`config.mk`:
```
export PLATFORM = sky130hd
export DESIGN_NAME = tone_output_arbiter
export DESIGN_NICKNAME = d
export VERILOG_FILES = /design/src/rtl/tone_output_arbiter.sv
export SDC_FILE = /design/constraint.sdc
export NUM_CORES = 1
export LEC_CHECK = 0
export BUFFER_PORTS_ARGS = -buffer_cell sky130_fd_sc_hd__buf_2
export CAP_MARGIN = 20
export CORE_MARGIN = 3
export CORE_UTILIZATION = 49
export DETAILED_ROUTE_END_ITERATION = 16
export PLACE_DENSITY_LB_ADDON = 0.15
export SYNTH_ARGS = -nofsm -noshare
export SYNTH_HDL_FRONTEND = slang
export SYNTH_SLANG_ARGS = --single-unit
```
`constraint.sdc`:
```
create_clock -name clk -period 2.34 [get_ports clk]
set_input_delay 0.117 -clock clk [delete_from_list [all_inputs] [get_ports clk]]
set_output_delay 0.117 -clock clk [all_outputs]
set_load 0.005 [all_outputs]
```
`src/rtl/tone_output_arbiter.sv`:
```
// rtl/tone_output_arbiter.sv - fixed-priority owner arbiter for the shared piezo/LED tone output
//
// Ports:
//   clk        system clock
//   reset      synchronous active-low reset
//   req[2:0]   requests: [0]=alert, [1]=key echo, [2]=playback (lowest index wins)
//   req_note   4-bit note per requester, [3:0] belongs to req[0]; 4'h0 is a rest
//   req_dur    4-bit note length in ticks per requester; 0 plays as 1 tick
//   grant      one-hot owner, held through PLAY and GAP
//   done       one-cycle pulse to the owner after its note and gap complete
//   abort      one-cycle pulse to an owner that was preempted by the alert
//   piezo_out  note currently sounding (0 when silent)
//   led_out    mirror of piezo_out
//   busy       high whenever the arbiter is not idle
module tone_output_arbiter #(
    parameter int TICK_DIV  = 5000000,
    parameter int GAP_TICKS = 1,
    parameter int PREEMPT   = 1
) (
    input  logic        clk,
    input  logic        reset,
    input  logic [2:0]  req,
    input  logic [11:0] req_note,
    input  logic [11:0] req_dur,
    output logic [2:0]  grant,
    output logic [2:0]  done,
    output logic [2:0]  abort,
    output logic [3:0]  piezo_out,
    output logic [3:0]  led_out,
    output logic        busy
);

    localparam int            CW        = $clog2(TICK_DIV);
    localparam logic [CW-1:0] TICK_LAST = CW'(TICK_DIV - 1);
    localparam logic [3:0]    GAP_LOAD  = 4'(GAP_TICKS);

    typedef enum logic [1:0] {
        IDLE,
        PLAY,
        GAP
    } state_t;

    state_t        state, state_nxt;
    logic [CW-1:0] tick_cnt, tick_cnt_nxt;
    logic [3:0]    remaining, remaining_nxt;
    logic [2:0]    grant_nxt, done_nxt, abort_nxt;
    logic [3:0]    note_nxt;
    logic [2:0]    win;
    logic [3:0]    win_note, win_dur;
    logic          tick, last_tick, preempt;

    // Lowest asserted request index wins; its note/dur are selected here.
    always_comb begin
        win      = 3'b000;
        win_note = req_note[3:0];
        win_dur  = req_dur[3:0];
        if (req[0]) begin
            win = 3'b001;
        end else if (req[1]) begin
            win      = 3'b010;
            win_note = req_note[7:4];
            win_dur  = req_dur[7:4];
        end else if (req[2]) begin
            win      = 3'b100;
            win_note = req_note[11:8];
            win_dur  = req_dur[11:8];
        end
    end

    assign tick      = (tick_cnt == TICK_LAST);
    assign last_tick = tick && (remaining <= 4'd1);
    // The alert takes over any non-alert owner; it wins over a same-edge completion.
    assign preempt   = (PREEMPT != 0) && req[0] && (state != IDLE) && !grant[0];

    always_comb begin
        state_nxt     = state;
        tick_cnt_nxt  = tick ? '0 : tick_cnt + CW'(1);
        remaining_nxt = remaining;
        grant_nxt     = grant;
        done_nxt      = 3'b000;
        abort_nxt     = 3'b000;
        note_nxt      = piezo_out;

        case (state)
            IDLE: begin
                tick_cnt_nxt = '0;
                if (win != 3'b000) begin
                    grant_nxt     = win;
                    note_nxt      = win_note;
                    remaining_nxt = (win_dur == 4'd0) ? 4'd1 : win_dur;
                    state_nxt     = PLAY;
                end
            end
            PLAY, GAP: begin
                if (preempt) begin
                    abort_nxt     = grant;
                    grant_nxt     = 3'b001;
                    note_nxt      = req_note[3:0];
                    remaining_nxt = (req_dur[3:0] == 4'd0) ? 4'd1 : req_dur[3:0];
                    tick_cnt_nxt  = '0;
                    state_nxt     = PLAY;
                end else if (last_tick) begin
                    note_nxt = 4'h0;
                    if (state == PLAY && GAP_TICKS > 0) begin
                        remaining_nxt = GAP_LOAD;
                        state_nxt     = GAP;
                    end else begin
                        done_nxt  = grant;
                        grant_nxt = 3'b000;
                        state_nxt = IDLE;
                    end
                end else if (tick) begin
                    remaining_nxt = remaining - 4'd1;
                end
            end
            default: begin
                state_nxt = IDLE;
                grant_nxt = 3'b000;
                note_nxt  = 4'h0;
            end
        endcase
    end

    always_ff @(posedge clk) begin
        if (!reset) begin
            state     <= IDLE;
            tick_cnt  <= '0;
            remaining <= 4'd0;
            grant     <= 3'b000;
            done      <= 3'b000;
            abort     <= 3'b000;
            piezo_out <= 4'h0;
            led_out   <= 4'h0;
            busy      <= 1'b0;
        end else begin
            state     <= state_nxt;
            tick_cnt  <= tick_cnt_nxt;
            remaining <= remaining_nxt;
            grant     <= grant_nxt;
            done      <= done_nxt;
            abort     <= abort_nxt;
            piezo_out <= note_nxt;
            led_out   <= note_nxt;
            busy      <= (state_nxt != IDLE);
        end
    end

endmodule

```
Word level (Yosys, flattened, before mapping)
Index checks and enable logic that the tools add are counted.
Widths: inputs -> output; s select.
- add/subtract/negate cells: 2
- $lt $le $gt $ge: 1
- equal/unequal tests: 8
- multiplexer cells: 34
- bitwise operators: 3
- reduce and logical (&&, ||, !) cells: 17
- operators by type and width (cell ; count):
    $mux 4 ; 16
    $mux 23 ; 2
    $pmux 23 s2 ; 1
    $add 23x1->23 const B ; 1
    $eq 23x23->1 const B ; 1
    $mux 3 ; 7
    $pmux 4 s2 ; 2
    $logic_not 4->1 ; 2
    $mux 2 ; 4
    $ne 4x4->1 const B ; 2
    $ne 3x3->1 const B ; 2
    $pmux 3 s2 ; 1
    $reduce_and 3->1 ; 2
    $reduce_bool 2->1 ; 3
    $reduce_or 5->1 ; 1
    $le 4x1->1 const B ; 1
    $pmux 2 s2 ; 1
    $reduce_and 4->1 ; 1
    $sub 4x1->4 const B ; 1
    $logic_and 1x1->1 ; 3
    $not 1->1 ; 3
    $reduce_bool 3->1 ; 1
    $eq 2x1->1 const B ; 1
    $eq 2x2->1 const B ; 1
    5 further kinds ; 5
- bits in registers: 43
- input port bits: 29
- output and inout port bits: 18
- logic and storage cells: 73

Longest topological paths before layout
- depth after elaboration: 7
- mapped depth: 9
- depth with buffers taken out: 8

Worst setup path before layout
Ideal clock, no wire load.
- kind: reg-to-reg
- from: register tick_cnt[16]
- to: register remaining[2]
- setup time: 88 ps
- arrival time: 2390 ps
- slack: -139 ps
- cell stages (with the launch flop): 8
- clock period less this slack: 2479 ps
- cell sequence: dfxtp_1 or4b_1 or4_4 or4_1 and4b_1 buf_6 o31a_1 o32ai_2
- longest elaborated chain between the ends: 5
- ends and longest elaborated chain (item ; line ; source):
    from (decl) ; 44 ; logic [CW-1:0] tick_cnt, tick_cnt_nxt;
    from (signal assigned) ; 137 ; tick_cnt <= tick_cnt_nxt;
    $eq 23x23->1 (*) ; 70 ; assign tick = (tick_cnt == TICK_LAST);
    $logic_and 1x1->1 ; 71 ; assign last_tick = tick && (remaining <= 4'd1);
    $mux 4 ; 102 ; end else if (last_tick) begin
    $mux 4 ; 95 ; if (preempt) begin
    $pmux 4 s2 ; 84 ; case (state)
    to (signal assigned) ; 138 ; remaining <= remaining_nxt;
    to (decl) ; 45 ; logic [3:0] remaining, remaining_nxt;
Every way passes the cells marked *; elsewhere a longest branch is shown, timed or not.
A chain may end at the register's enable or synchronous reset.

Final worst setup path
Same ends and word-level chain as after synthesis.

==> impl_metrics.tcl <==
set metrics [dict create \
    outcome "finished, violations left" \
    failed_checks "setup timing" \
    synthSimpleGateAreaFrac_pct 27.3 \
    grt-ovfl-total 0 \
    tightest_slew_ns 0.530 \
    p_total_uw 1480 \
    synth_fp_nets 299 \
    start_kind "flip-flop" \
    die_width_um 73.4 \
    synth_seq_area_share_pct 38.7 \
    clk_pin_slew_ns 0.08 \
    drv_cap 0 \
    crit_arrival_ns 2.60 \
    first_global_vias 1731 \
    cts-root-buf "clkbuf_8" \
    antennaDiodeCount 0 \
    synthAdderAreaFrac_pct 3.94 \
    synth_compound_area_share_pct 13.9 \
    synth_edf_count 0 \
    synth-seq-cells 43 \
    min_path_cells 4 \
    drc 0 \
    rsz0062_at_grt "yes" \
    reg2reg_from "tick_cnt[16]" \
    first_pass_iters 4 \
    crit_chain "or4b_1 -> or4_4 -> or4_1 -> and4b_2 -> o31a_1 -> o32ai_2" \
    crit_path_start "tick_cnt[16]" \
    reg2reg_slack_ns -0.05 \
    yosysTopAreaCellShare_pct 38.7 \
    stdcell_count 370 \
    p_leak_uw 0.00110 \
    synth_common_cells "nor2_1 (44), dfxtp_1 (43), nand2_1 (19)" \
    synth.distinct_cells 55 \
    fp.dieH_um 73.4 \
    critPathCaptureType "flip-flop" \
    finalCritPeriodShare_pct 102 \
    grt_start_max_net_pins 24 \
    nets 355 \
    path_buf_inv 0 \
    port_buffers 46 \
    clock_skew_ns 0.00704 \
    vias 1936 \
    yosys_warnings 0 \
    cpMaxStageDelayCell "or4b_1" \
    insertion_delay_ns 0.30 \
    worst-r2r-cell-count 6 \
    setup_tns_ns -0.0753 \
    layout-drive-gt1-share_pct 24.7 \
    ir_drop_mv 0.443 \
    final_antenna_net_count 0 \
    cpPeakStageDelay_ns 0.51 \
    yosys.area.top_type "dfxtp_1" \
    cp_max_fo 7 \
    design_area_um2 2640 \
    wl_um 4700 \
    synth_top_family_by_area "simple AND/OR/NAND/NOR gates" \
    period_minus_slack_ns 2.39 \
    finalMaxSlewViolations 0 \
    gp_congestion 0.834 \
    rows 23 \
    synth_most_common_cell "nor2_1" \
    htree_levels 2 \
    cts_made_buffers 5 \
    async_reset_ff_share_pct 0 \
    fmax_mhz 418 \
    antenna_found_initial 0 \
    wl_per_cell_um 12.7 \
    cts_tree "built" \
    critPathKind "flip-flop to flip-flop" \
    synth_mux_area_share_pct 2.25 \
    ioPinCount 47 \
    routed_via_density 5.23 \
    finalHoldViolCount 0 \
    synth_area_um2 2220 \
    setup_viol 2 \
    synth_xor_area_share_pct 8.27 \
    p_per_area_nw_per_um2 562 \
    dp.cells 361 \
    cp_top_family "simple AND/OR/NAND/NOR gates" \
    drtIter0Drc 94 \
    holdBufCountCts 0 \
    start_util_pct 52.9 \
    hold-path-endpoint "led_out[0]" \
    worstPathRequired_ns 2.55 \
    hold_path.class "input pin to flip-flop" \
    synthCells 263 \
    worst_slack_ns -0.0501 \
    ys.flop_type "dfxtp_1" \
    track_usage_pct 18.3 \
    cts.sinks 43 \
    cts_buffer_depth 2 \
    reg2reg_to "remaining[2]" \
    postSynthAreaPerCell_um2 8.46 \
    grt_pass1_wl_um 7800 \
    fp.dieArea_um2 5380 \
    placed_cell_area_um2 2540 \
    syn_to_final_growth_pct 18.7 \
    place_hpwl_um 3590 \
    relSlewSlack_pct 64.4 \
    final_core_util_pct 62.8 \
    coreArea_um2 4200 \
    synth_area_leaders "dfxtp_1 (39%), nor2_1 (7.4%), xor2_1 (5.5%)" \
    min-delay-start "req_note[0]" \
]
-- report_power, final --
part | internal (uW) | leakage, uW | switching, uW
Combinational | 117 | 0.000710 | 144
Clock | 209 | 0.0000422 | 238
Sequential | 758 | 0.000350 | 17.8
-- layout by cell type, fill, tap and decap left out, types with 2 or more instances in the layout --
cell type  instances
buf_2             46
o21ai_0            7
xor2_1            14
and2_1             3
nand3_1           15
a31oi_1            2
and3_1             6
ha_1               7
clkbuf_1           2
buf_4             14
o31a_1             2
o2bb2ai_1          4
dfxtp_1           42
nand2b_1           2
inv_1             12
or3b_2             2
clkbuf_8           5
o221ai_1           2
nor3_1             6
nor3b_1            2
o41ai_1            2
a21oi_1            6
o22ai_1            3
xnor2_1            7
and2_2             2
nand4_1            5
nand2_1           19
nor2_1            44
a2bb2oi_1          2
mux2i_1            5
a22oi_1            3
-- worst register-to-register path, cell delays in order, from the launching register on --
cell	delay, ns
dfxtp_2	0.32
or4b_1	0.51
or4_4	0.44
or4_1	0.43
and4b_2	0.28
o31a_1	0.13
o32ai_2	0.20
-- area by class of cell --
cell class / instances / area [um2]
Clock inverter: 1 / 5.00
Inverter: 13 / 48.8
Clock buffer: 7 / 76.3
Tap cell: 50 / 62.6
Multi-Input combinational cell: 196 / 1250
Timing Repair Buffer: 60 / 335
Fill cell: 366 / 1560
Sequential cell: 43 / 862
-- stage by stage --
| step | hold slack (ns) | setup WS (ns) |
|---|---|---|
| after detailed placement | 0.450 | -0.0978 |
| final | 0.169 | -0.0501 |
| after floorplan | 0.333 | -0.0538 |
| after global routing | 0.173 | -0.115 |
| after CTS | 0.165 | -0.0324 |
| after global placement | 0.448 | -0.0136 |
-- sequential cells by signal (all words and copies together), names as in the netlist --
register,cells
led_out,4
done,3
busy,1
state,2
tick_cnt,23
grant,3
remaining,4
abort,3
-- logic make-up after synthesis --
logic type,count (synthesis)
xor gates and xnor gates,21
AOI/OAI and AO/OA,43
and+or+nand+nor,119
buffers and inverters,24
other,1
muxes,5
DFF,43
adders and majority gates,7
-- how the worst max path moves through the flow --
stage | endpoint | slack, ns | cells past startpoint
after floorplan | remaining[2] | -0.05 | 7
after global placement | remaining[2] | -0.01 | 6
after detailed placement | remaining[2] | -0.1 | 6
after CTS | remaining[2] | -0.03 | 6
after global routing | remaining[2] | -0.11 | 6
final | remaining[2] | -0.05 | 6
-- repair_timing --
| item | CTS | global route |
|---|---|---|
| gates resized for setup | 1 | 2 |
| pin swaps | 1 | 1 |
| setup endpoints to repair | 11 | 16 |
| setup buffers | 1 | 0 |
-- metal layers --
metal  GRT usage [%]  part of all wire [%]  vias to the layer above
met5               0                     0                        -
met2            27.1                    44                       30
met3            5.06                   4.1                        5
li1                -                     -                     1028
met1            25.9                    51                      873
met4            5.43                   1.1                        0
(Power assumes the default switching activity.)
